File: src/rtl/fifo_ctrl.sv
// First-word-fall-through FIFO controller sequencing an external fifo_memory
// (registered read, 1-cycle latency). Optional watermark flags: FIFO_CTRL_WATERMARK_EN.
`timescale 1ns/1ps

module fifo_ctrl #(
    parameter int DATA_WIDTH = 8,
    parameter int ADDR_WIDTH = 4
`ifdef FIFO_CTRL_WATERMARK_EN
    ,
    parameter int AF_LEVEL   = (2 ** ADDR_WIDTH) - 2,
    parameter int AE_LEVEL   = 1
`endif
) (
    input  logic                  clk,
    input  logic                  rst,
    input  logic                  in_valid,
    output logic                  in_ready,
    input  logic [DATA_WIDTH-1:0] in_data,
    output logic                  out_valid,
    input  logic                  out_ready,
    output logic [DATA_WIDTH-1:0] out_data,
    output logic                  mem_wen,
    output logic [ADDR_WIDTH-1:0] mem_waddr,
    output logic [DATA_WIDTH-1:0] mem_wdata,
    output logic                  mem_ren,
    output logic [ADDR_WIDTH-1:0] mem_raddr,
    input  logic [DATA_WIDTH-1:0] mem_rdata,
    output logic [ADDR_WIDTH:0]   count
`ifdef FIFO_CTRL_WATERMARK_EN
    ,
    output logic                  almost_full,
    output logic                  almost_empty
`endif
);

    localparam logic [ADDR_WIDTH:0] FULL_LVL = (ADDR_WIDTH+1)'(1) << ADDR_WIDTH;

    logic [ADDR_WIDTH-1:0] wptr;
    logic [ADDR_WIDTH-1:0] rptr;
    logic [ADDR_WIDTH:0]   mcnt;
    logic [ADDR_WIDTH:0]   mcnt_next;
    logic                  ovld;
    logic                  ovld_next;
    logic                  push;
    logic                  fetch;
    logic                  pop;

    // NOTE: every signal written here gets a default first so no latch is inferred.
    always_comb begin
        in_ready  = !rst && (mcnt != FULL_LVL);
        push      = in_valid && in_ready;
        fetch     = !rst && (mcnt != '0) && (!ovld || out_ready);
        pop       = ovld && out_ready;

        ovld_next = ovld;
        if (fetch)
            ovld_next = 1'b1;
        else if (pop)
            ovld_next = 1'b0;

        mcnt_next = mcnt;
        case ({push, fetch})
            2'b10:   mcnt_next = mcnt + 1'b1;
            2'b01:   mcnt_next = mcnt - 1'b1;
            default: mcnt_next = mcnt;
        endcase
    end

    // The memory's registered rdata is the output stage; ovld says whether it is live.
    assign mem_wen   = push;
    assign mem_waddr = wptr;
    assign mem_wdata = in_data;
    assign mem_ren   = fetch;
    assign mem_raddr = rptr;
    assign out_valid = ovld;
    assign out_data  = mem_rdata;
    assign count     = mcnt + {{ADDR_WIDTH{1'b0}}, ovld};

    // NOTE: state uses non-blocking assignments; memory contents live outside and are never reset.
    always_ff @(posedge clk or posedge rst) begin
        if (rst) begin
            wptr <= '0;
            rptr <= '0;
            mcnt <= '0;
            ovld <= 1'b0;
        end else begin
            if (push)
                wptr <= wptr + 1'b1;
            if (fetch)
                rptr <= rptr + 1'b1;
            mcnt <= mcnt_next;
            ovld <= ovld_next;
        end
    end

`ifdef FIFO_CTRL_WATERMARK_EN
    logic [ADDR_WIDTH:0] count_next;

    assign count_next = mcnt_next + {{ADDR_WIDTH{1'b0}}, ovld_next};

    // Flags track the occupancy the FIFO will hold after this edge.
    always_ff @(posedge clk or posedge rst) begin
        if (rst) begin
            almost_full  <= 1'b0;
            almost_empty <= 1'b1;
        end else begin
            almost_full  <= (int'(count_next) >= AF_LEVEL);
            almost_empty <= (int'(count_next) <= AE_LEVEL);
        end
    end
`endif

endmodule

File: config.mk
export PLATFORM = sky130hd
export DESIGN_NAME = fifo_ctrl
export DESIGN_NICKNAME = d
export VERILOG_FILES = /design/src/rtl/fifo_ctrl.sv
export SDC_FILE = /design/constraint.sdc
export NUM_CORES = 1
export LEC_CHECK = 0
export BUFFER_PORTS_ARGS = -buffer_cell sky130_fd_sc_hd__clkbuf_2
export CAP_MARGIN = 10
export CORE_ASPECT_RATIO = 1.5
export CORE_UTILIZATION = 39
export CTS_CLUSTER_SIZE = 20
export DETAILED_ROUTE_END_ITERATION = 8
export PLACE_DENSITY = 0.72
export SYNTH_ARGS = -nofsm -noshare
export SYNTH_HDL_FRONTEND = slang
export SYNTH_SLANG_ARGS = --single-unit
File: constraint.sdc
create_clock -name clk -period 2.3 [get_ports clk]
set_clock_uncertainty 0.15 [all_clocks]
set_input_delay 0.115 -clock clk [delete_from_list [all_inputs] [get_ports clk]]
set_output_delay 0.115 -clock clk [all_outputs]
set_load 0.005 [all_outputs]
[Yosys cells after proc, flatten, opt, wreduce, memory -nomap -nowiden]
Cells that the tools add are included.
Operators by class
  add/sub/neg operators: 5
  equal/unequal tests: 3
  mux-type cells: 3
  reductions and logical operators: 11
Operators by type and width (count)
  $pmux W5 S2: 1
  $add A4 B1 Y4 const B: 2
  $add A5 B1 Y5: 1
  $add A5 B1 Y5 const B: 1
  $logic_and A1 B1 Y1: 5
  $ne A5 B5 Y1 const B: 1
  $reduce_bool A5 Y1: 1
  $sub A5 B1 Y5 const B: 1
  $reduce_bool A2 Y1: 2
  $eq A2 B1 Y1 const B: 1
  $eq A2 B2 Y1 const B: 1
  $logic_not A1 Y1: 2
  $mux W1: 2
  $logic_or A1 B1 Y1: 1
Storage, ports and cells
  register bits after elaboration: 14
  bits of input ports: 20
  output and inout bits: 33
  word-level logic and storage cells: 26

[Depth between registers and ports, before layout]
Gate-level depths: netlist (run 1).
  depth after elaboration: 5
  mapped depth: 10
  gate-level depth less buffers: 10

[Worst setup path before layout (run 1)]
OpenSTA, ideal clock, no wires.
  path type: register to register
  start: register mcnt[2]
  end: register mcnt[4]
  setup time: 0.145 ns
  data arrival time: 2.245 ns
  data required time: 2.005 ns
  setup slack: -0.240 ns
  stages on the path, launching flop included: 10
  path buffers: 0
  clock period less this slack: 2.540 ns
  cell sequence: dfrtp_1 nor4_4 a221oi_2 ha_1 inv_1 fa_1 nor2b_1 o211ai_1 o311ai_0 o211ai_1
On the way
  longest elaborated chain between the ends: 5
  elaborated cells on any way between the ends: 12
  those cells by class: 2 x add/sub; 3 x eq/ne; 1 x mux; 6 x reduce/logical
RTL lines
  start, declared: line 40  | logic [ADDR_WIDTH:0] mcnt;
  start signal, assigned: line 91  | mcnt <= mcnt_next;
  $reduce_bool A5 Y1 *: line 52  | fetch = !rst && (mcnt != '0) && (!ovld || out_ready);
  $logic_and A1 B1 Y1 * (2 in series): line 52
  via mem_ren: line 25  | output logic mem_ren,
  $eq A2 B1 Y1 or $eq A2 B2 Y1 (tied branches): line 62  | case ({push, fetch})
  $pmux W5 S2 or $reduce_bool A2 Y1 (tied branches)
Mark *: on every way through the listed nets, which the timed path passes. The rest lies on a longest branch.
A chain may end at the register's enable or synchronous reset.

[Worst setup path in the final report (run 1)]
  start: register mcnt[0]
  end: register mcnt[4]
On the way
  longest elaborated chain between the ends: 5
  elaborated cells on any way between the ends: 12
  those cells by class: 2 x add/sub; 3 x eq/ne; 1 x mux; 6 x reduce/logical
RTL lines (line)
  $ne A5 B5 Y1 or $reduce_bool A5 Y1 (tied branches): 50, 52
  $logic_and A1 B1 Y1 (on tied branches): 50, 52
  $logic_and A1 B1 Y1 (on tied branches): 51, 52
  $eq A2 B1 Y1 or $eq A2 B2 Y1 (tied branches): 62
  $pmux W5 S2 or $reduce_bool A2 Y1 (tied branches)
Parallel ways exist; a longest one is shown, timed or not.

==> flow_metrics.py, run 1 <==
metrics = {
    "worst_setup_path": {
        "r2r_start": "mcnt[0]",
        "cp-end-kind": "flop",
        "regToRegEndpoint": "mcnt[4]",
        "worst-r2r-setup-slack_ps": -110,
        "reg2regPathDepth": 8,
        "arrival_ps": 2420,
        "critical_path_required_ps": 2300,
        "start_kind": "flop",
        "path_class": "flop to flop",
        "path_max_fanout": 5,
    },
    "clock_network": {
        "root_buffer": "clkbuf_4",
        "clk_path_buf_depth": 2,
        "clkLatencyLatePin_ps": 280,
        "clock-sinks": 14,
        "path_clk_slew_ps": 80,
        "numCtsBuffers": 3,
        "cts_tree": "yes",
        "htree_num_levels": 1,
    },
    "global_routing": {
        "grt_max_degree": 15,
        "grt_use_total_pct": 14.7,
        "grt_pass1_vias": 734,
        "grt_first_pass_wirelength_mm": 3.04,
        "globalRouteOverflowTotal": 0,
        "antenna_found_initial": 0,
    },
    "routing": {
        "firstDrtPassIters": 4,
        "num_vias": 734,
        "wl_per_cell_um": 13.0,
        "drtIter0Drc": 13,
        "drc": 0,
        "via_per_inst": 5.17,
        "drtAntennaViolNets": 0,
        "totalWireLength_mm": 1.85,
    },
    "worst_hold_path": {
        "whs_endpoint": "out_valid",
        "holdPathStages": 3,
        "hold_class": "input pin to flop",
        "worstHoldStart": "out_ready",
    },
    "logic_synthesis": {
        "syn_area_per_cell_um2": 10.4,
        "syn_nets": 122,
        "synth_ff_type": "dfrtp_1",
        "synth_cell_type_count": 31,
        "seq_area_frac_synth_pct": 36.2,
        "synth-edff-count": 0,
        "syn-cell-area_um2": 968,
        "async_flop_share_pct": 100,
        "synth_warnings": 0,
        "synthCells": 93,
        "synth_seq_cells": 14,
    },
    "sta": {
        "hold_violations": 0,
        "layout_setup_ws_ps": -113,
        "drv_slew": 0,
        "grt_setup_unrepaired": "yes",
        "min_period_ps": 2410,
        "finalCritPeriodShare_pct": 105,
        "worstMarginPinSlew_ps": 549,
        "fmax_mhz": 414,
        "setup_viol": 2,
        "max_slew_margin_pct": 63.4,
    },
    "placed_design": {
        "io_buffers": 20,
        "dp_hpwl_mm": 1.35,
        "gp_congestion": 0.900,
    },
    "final_layout": {
        "layout_commonest_cell": "clkbuf_2",
        "fin_nets": 150,
        "final_core_util_pct": 54.6,
        "drive_above_1_share_pct": 52.1,
        "final_cell_mix": "clkbuf_2 (20), buf_4 (19), dfrtp_1 (14), xnor2_1 (7)",
        "area_growth_pct": 28.9,
        "diodes": 0,
    },
    "die": {
        "core_um2": 2290,
        "die_w_um": 42.7,
        "initial_core_util_pct": 42.4,
        "boundaryPins": 53,
        "row_count": 21,
        "dieArea_um2": 2690,
        "die_h_um": 63.0,
    },
    "power_and_ir_drop": {
        "leakagePower_uw": 0.000592,
        "pwr_density_cell_nw_per_um2": 1310,
        "vdd_ir_drop_max_mv": 0.532,
        "total_power_uw": 1640,
    },
    "run_status": {
        "violations": "negative setup slack",
        "outcome": "complete, but fails checks",
    },
    "job": {
        "maxCapViolations": 0,
    },
}
[state kept, by name, summed over array words and instances (netlist names)]
name,cells
mcnt,5
mem_waddr,4
out_valid,1
mem_raddr,4
[how the worst max path moves through the flow]
| stage | startpoint | to | slack [ps] | depth (start not counted) |
|---|---|---|---|---|
| 2_1_floorplan | mcnt[0] | mcnt[4] | -50 | 7 |
| 3_3_place_gp | mcnt[0] | mcnt[4] | -70 | 7 |
| 3_5_place_dp | mcnt[0] | mcnt[4] | -100 | 7 |
| 4_1_cts | mcnt[3] | mcnt[4] | -80 | 7 |
| 5_1_grt | mcnt[0] | mcnt[4] | -200 | 10 |
| 6_report | mcnt[0] | mcnt[4] | -110 | 8 |
[where the power goes]
part	total (uW)	switching [uW]	internal (uW)
registers	494	125	370
logic	1010	450	555
clock network	136	74.9	60.7
[layer usage]
layer  GRT usage (%)  vias to the layer above  part of all wire (%)
li1                -                      355                     -
met1            15.2                      353                    40
met2            25.9                       22                    54
met3            2.60                        4                   4.7
met4            9.38                        0                   1.4
met5               0                        -                     0
[Yosys cell counts, drive strengths merged (2+ instances only)]
| library cell | number | share of area (%) |
|---|---|---|
| a21o | 2 | 1.5 |
| a21oi | 3 | 1.9 |
| buf | 17 | 13 |
| dfrtp | 14 | 36 |
| ha | 8 | 10 |
| inv | 7 | 2.7 |
| mux2 | 2 | 2.7 |
| nand2 | 6 | 2.6 |
| nand3 | 3 | 1.5 |
| nand4 | 2 | 1.3 |
| nor2 | 2 | 0.78 |
| o211ai | 2 | 1.5 |
| o21ai | 2 | 1.0 |
| xnor2 | 7 | 6.3 |
| xor2 | 5 | 4.5 |
[kinds of logic after synthesis]
kind of cell,count (synthesis),synth area share [%]
AOI/OAI and AO/OA,13,9.95
xor gates and xnor gates,12,10.9
adders and majority gates,9,12.4
buffers and inverters,24,15.6
DFF,14,36.2
muxes,3,3.75
and+or+nand+nor,18,11.2
[layout make-up]
type | instances | area [um2]
Fill cell | 190 | 1040
Multi-Input combinational cell | 55 | 566
Sequential cell | 14 | 350
Timing Repair Buffer | 40 | 253
Inverter | 7 | 28.8
Tap cell | 23 | 28.8
Clock buffer | 3 | 22.5
[worst max-delay path: stages (launching register included)]
cell and delay (ps):
dfrtp_1 410, nor4_4 340, buf_4 180, a221oi_4 70, ha_4 210, ha_4 180
or3_4 330, o311ai_2 280, o211ai_1 120
[metrics by stage]
| stage | instance area, um2 | worst slack, ps | hold slack, ps | setup TNS, ps | std cells |
|---|---|---|---|---|---|
| after floorplan | 1000 | -45.9 | -146 | -45.9 | 93 |
| after detailed placement | 1080 | -97.0 | 80.0 | -97.0 | 130 |
| after CTS | 1130 | -76.1 | 22.8 | -76.1 | 136 |
| after global placement | 1080 | -69.3 | 80.0 | -69.3 | 130 |
| final | 1250 | -113 | 18.9 | -170 | 142 |
| after global routing | 1250 | -200 | 24.7 | -395 | 142 |
[repair_timing]
item,CTS,global route
pin swaps,4,12
setup endpoints to repair,1,3
resized for setup,2,12
hold buffers,1,0
buffers inserted,2,6
endpoints found under the hold margin,14,0
Note: power is estimated with default switching activity, not from simulation.
==> run 2, diff against run 1 <==
CORE_UTILIZATION = 44   (was 39)
PLACE_DENSITY = 0.77   (was 0.72)
RECOVER_POWER = 100   (was unset)
clock period = 2.67 ns   (was 2.3 ns; I/O delays follow)
==> run 2 against run 1 <==
Against the previous run: the run now ends clean; sequential power fell by 14%; clock-buffer cell count up 1; setup slack improved by 250 ps; flip-flop and latch count is the same; power is 26% lower; clock power up 8%; highest routed layer unchanged; core utilization down 3.8 points; non-clock buffer count is 12 lower; critical path depth unchanged; cell count shrank 8.5%.
==> flow_metrics.py, run 2 (synthesized netlist as in run 1, its figures left out) <==
metrics = {
    "die": {
        "die_w_um": 40.3,
        "boundaryPins": 53,
        "row_count": 20,
        "initial_core_util_pct": 47.2,
        "dieArea_um2": 2400,
        "die_h_um": 59.5,
        "core_um2": 2050,
    },
    "routing": {
        "totalWireLength_mm": 1.63,
        "drtAntennaViolNets": 0,
        "via_per_inst": 5.32,
        "firstDrtPassIters": 4,
        "num_vias": 692,
        "wl_per_cell_um": 12.5,
        "met3_length_um": 136,
        "drtIter0Drc": 10,
        "drt-met1-wl_um": 611,
        "drc": 0,
        "met2_length_um": 853,
        "top_layer": "met4",
    },
    "sta": {
        "hold_violations": 0,
        "setup_viol": 0,
        "max_slew_margin_pct": 65.1,
        "drv_slew": 0,
        "finalCritPeriodShare_pct": 94.8,
        "min_period_ps": 2530,
        "fmax_mhz": 395,
        "tns_ps": 0,
        "worstMarginPinSlew_ps": 522,
        "grt_setup_unrepaired": "no",
        "fin_hold_ws_ps": 3.88,
    },
    "power_and_ir_drop": {
        "internal_power_uw": 720,
        "leakagePower_uw": 0.000480,
        "p_sw_share_pct": 40.4,
        "pwr_density_cell_nw_per_um2": 1160,
        "pwr-share-comb_pct": 52.5,
        "clkPwrFrac_pct": 12.2,
        "p_switching_uw": 488,
        "vdd_ir_drop_max_mv": 0.379,
        "pwr-share-seq_pct": 35.3,
    },
    "run_status": {
        "outcome": "finished clean",
    },
    "global_routing": {
        "grt_use_total_pct": 14.7,
        "grt_pass1_vias": 660,
        "grt_first_pass_wirelength_mm": 2.47,
        "grt_max_degree": 15,
        "antenna_found_initial": 0,
        "globalRouteOverflowTotal": 0,
    },
    "placed_design": {
        "gp_congestion": 0.882,
        "io_buffers": 20,
        "dp_hpwl_mm": 1.32,
    },
    "worst_setup_path": {
        "worst-r2r-setup-slack_ps": 140,
        "arrival_ps": 2510,
        "critical_path_required_ps": 2650,
        "path_max_fanout": 7,
        "r2r_start": "mcnt[0]",
        "start_kind": "flop",
        "reg2regPathDepth": 8,
        "cp-end-kind": "flop",
        "path_class": "flop to flop",
        "regToRegEndpoint": "mcnt[4]",
    },
    "clock_network": {
        "path_clk_slew_ps": 80,
        "cts_tree": "yes",
        "clkLatencyLatePin_ps": 270,
        "clk_path_buf_depth": 2,
        "root_buffer": "clkbuf_4",
        "htree_num_levels": 1,
        "numCtsBuffers": 3,
        "clock-sinks": 14,
    },
    "worst_hold_path": {
        "worstHoldStart": "out_ready",
        "hold_class": "input pin to flop",
        "holdPathStages": 3,
        "whs_endpoint": "out_valid",
    },
    "final_layout": {
        "drive_above_1_share_pct": 21.3,
        "multi_input_area_um2": 468,
        "area_growth_pct": 7.75,
        "layout_commonest_cell": "clkbuf_1",
        "largest_register": "mcnt",
        "largest_register_ffs": 5,
        "fin_nets": 138,
        "final_cell_mix": "clkbuf_1 (15), dfrtp_1 (14)",
        "diodes": 0,
        "seq_area_um2": 350,
        "fillCellCount": 199,
    },
    "job": {
        "maxCapViolations": 0,
    },
}
## run 2: cell count changes in the layout (fill, tap and decap cells not counted), sizes merged
cell	delta
buf	-14
clkbuf	+3
## run 2: repair_timing
item | in CTS | in global routing
setup buffers | 0 | 1
endpoints found under the hold margin | 14 | 0
endpoints found under the setup margin | 0 | 1
hold buffers | 1 | 0
resized for setup | 0 | 2
## run 2: critical path: stages, from the launching register on
cell and delay [ps]:
dfrtp_1 420, nor4_4 320, buf_4 170, a221oi_2 60, ha_2 230, ha_1 240
or3_1 340, o311ai_0 320, o211ai_1 150
## run 2: layer usage
| metal | global-route usage [%] | vias up |
|---|---|---|
| li1 | - | 332 |
| met4 | 8.57 | 0 |
| met5 | 0 | - |
| met1 | 13.6 | 332 |
| met2 | 27.4 | 24 |
| met3 | 2.26 | 4 |
## run 2: worst max path at each step
stage          slack (ps)      end     from
2_1_floorplan         130  mcnt[4]  mcnt[2]
3_3_place_gp          150  mcnt[4]  mcnt[3]
3_5_place_dp           40  mcnt[4]  mcnt[3]
4_1_cts                30  mcnt[4]  mcnt[3]
5_1_grt                30  mcnt[4]  mcnt[0]
6_report              140  mcnt[4]  mcnt[0]
## run 2: per-stage QoR
step | util, % | total power (uW) | instance area (um2) | cells | setup slack, ps
after floorplan | - | 855 | 968 | 93 | 130
after global placement | 49.5 | 1080 | 1020 | 124 | 149
after detailed placement | 49.5 | 1100 | 1020 | 124 | 39.9
after CTS | 51.8 | 1260 | 1060 | 129 | 31.4
after global routing | 50.9 | 1340 | 1040 | 130 | 25.4
final | 50.9 | 1210 | 1040 | 130 | 140
## run 2: cell type report
| cell class | count | area share, % |
|---|---|---|
| Multi-Input combinational cell | 55 | 44.8 |
| Sequential cell | 14 | 33.6 |
| Timing Repair Buffer | 28 | 12.9 |
| Clock buffer | 4 | 3.48 |
| Tap cell | 22 | 2.64 |
| Inverter | 7 | 2.52 |
## run 2: power by group through the flow
stage / Combinational (uW) / Sequential (uW) / Clock [uW]
floorplan: 410 / 445 / 0
global placement: 659 / 425 / 0
detailed placement: 671 / 434 / 0
CTS: 675 / 430 / 151
global route: 735 / 445 / 158
finish: 634 / 427 / 147
==> run 3, diff against run 2 <==
CELL_PAD_IN_SITES_DETAIL_PLACEMENT = 1   (was unset)
CELL_PAD_IN_SITES_GLOBAL_PLACEMENT = 1   (was unset)
CORE_UTILIZATION = 32   (was 44)
REMOVE_ABC_BUFFERS = 1   (was unset)
==> run 3 against run 2 <==
Against the previous run: combinational power rose by 9.5%; setup slack improved by 34 ps; clock-buffer cell count did not move; sequential share of layout area fell by 1.6 points; hold slack improved by 54 ps; power rose by 11%; die area rose by 36%; cell area rose by 5.2%; flip-flop and latch count did not move; non-clock buffer count rose by 1; critical path depth rose by 2; critical path type unchanged; critical endpoint unchanged; largest cell class unchanged.
==> flow_metrics.py, run 3 (synthesized netlist as in run 1, its figures left out) <==
metrics = {
    "sta": {
        "worstMarginPinSlew_ps": 531,
        "fmax_mhz": 401,
        "hold_violations": 0,
        "tns_ps": 0,
        "drv_slew": 0,
        "setup_viol": 0,
        "max_slew_margin_pct": 64.6,
        "min_period_ps": 2500,
        "finalCritPeriodShare_pct": 93.5,
        "grt_setup_unrepaired": "no",
    },
    "global_routing": {
        "grtUsageMet3_pct": 9.11,
        "grt_first_pass_wirelength_mm": 3.80,
        "grt_use_total_pct": 16.3,
        "antenna_found_initial": 0,
        "globalRouteOverflowTotal": 0,
        "grtUsageMet2_pct": 26.7,
        "top_usage_layer": "met2",
        "grt_pass1_vias": 794,
        "grt_max_degree": 15,
        "grt_util_met1_pct": 15.7,
    },
    "worst_setup_path": {
        "start_kind": "flop",
        "worst-r2r-setup-slack_ps": 170,
        "critical_path_required_ps": 2640,
        "path_class": "flop to flop",
        "regToRegEndpoint": "mcnt[4]",
        "reg2regPathDepth": 10,
        "path_max_fanout": 6,
        "r2r_start": "mcnt[0]",
        "cp-end-kind": "flop",
        "arrival_ps": 2460,
    },
    "job": {
        "maxCapViolations": 0,
    },
    "placed_design": {
        "dp_hpwl_mm": 1.88,
        "place_inst": 142,
        "gp_congestion": 0.793,
        "io_buffers": 20,
    },
    "worst_hold_path": {
        "whs_endpoint": "out_valid",
        "worstHoldStart": "out_ready",
        "hold_class": "input pin to flop",
        "holdPathStages": 3,
    },
    "clock_network": {
        "htree_num_levels": 1,
        "cts_tree": "yes",
        "numCtsBuffers": 3,
        "clock-sinks": 14,
        "path_clk_slew_ps": 60,
        "clk_path_buf_depth": 2,
        "root_buffer": "clkbuf_8",
        "clkLatencyLatePin_ps": 250,
    },
    "routing": {
        "num_vias": 753,
        "drc": 0,
        "wl_per_cell_um": 16.8,
        "drtIter0Drc": 6,
        "totalWireLength_mm": 2.49,
        "firstDrtPassIters": 4,
        "via_per_inst": 5.09,
        "drtAntennaViolNets": 0,
    },
    "final_layout": {
        "area_growth_pct": 13.3,
        "drive_above_1_share_pct": 22.9,
        "largest_register_ffs": 5,
        "fin_cells": 148,
        "largest_register": "mcnt",
        "diodes": 0,
        "fillCellCount": 363,
        "final_cell_mix": "clkbuf_1 (15), dfrtp_1 (14)",
        "layout_commonest_cell": "clkbuf_1",
        "fin_nets": 139,
    },
    "run_status": {
        "outcome": "finished clean",
    },
    "die": {
        "row_count": 24,
        "initial_core_util_pct": 33.6,
        "die_h_um": 69.4,
        "boundaryPins": 53,
        "core_um2": 2880,
        "dieArea_um2": 3250,
        "die_w_um": 46.9,
    },
    "power_and_ir_drop": {
        "leakagePower_uw": 0.000494,
        "vdd_ir_drop_max_mv": 0.371,
        "pwr_density_cell_nw_per_um2": 1220,
    },
}
==> run 3: cell count changes in the layout (fill, tap and decap cells not counted), sizes merged <==
cell | before | now
buf | 5 | 6
==> run 3: worst max path at each step <==
stage	start	end	slack, ps
after floorplan	mcnt[2]	mcnt[4]	130
after CTS	mcnt[3]	mcnt[4]	40
final	mcnt[0]	mcnt[4]	170
after global placement	mcnt[3]	mcnt[4]	180
after global routing	mcnt[0]	mcnt[4]	4
after detailed placement	mcnt[3]	mcnt[4]	60
==> run 3: through the flow <==
stage               utilization (%)  worst slack, ps  cell area (um2)  power, uW  hold slack (ps)
CTS                            38.5             35.4             1110       1370             54.0
detailed placement             36.2             64.3             1040       1140             94.1
global placement               36.2              180             1040       1090             90.7
finish                         38.1              175             1100       1340             57.9
floorplan                         -              130              843        834             -127
global route                   38.1             4.27             1100       1450             82.3
==> run 3: layout make-up <==
type                            count  area [um2]  share of cell area [%]
Clock buffer                        4        55.1                    5.02
Inverter                            7        26.3                    2.39
Multi-Input combinational cell     55         474                    43.2
Sequential cell                    14         350                    31.9
Tap cell                           39        48.8                    4.45
Timing Repair Buffer               29         143                    13.0
==> run 3: per-layer routing <==
layer / share of wire (%) / up-vias
met4: 2.5 / 0
met2: 52 / 49
met1: 34 / 364
met5: 0 / -
met3: 12 / 8
li1: - / 332
==> run 3: critical path: stages (launching register included) <==
cell and delay, ps:
dfrtp_1 400, nor4_4 400, a21oi_2 130, nand2_2 100, ha_1 160, buf_4 150, ha_2 310, nor4b_2 240
a211oi_1 90, o311ai_1 100, o211ai_1 120
==> run 3: where the power goes <==
group          total, uW  internal (uW)  switching, uW
combinational        694            333            361
clock                208            131           76.9
sequential           434            319            114
total               1340            784            552
==> run 3: repair_timing <==
item,CTS,global route
hold buffers,1,0
setup endpoints to repair,0,1
buffers inserted,0,1
resized for setup,0,4
endpoints found under the hold margin,14,0
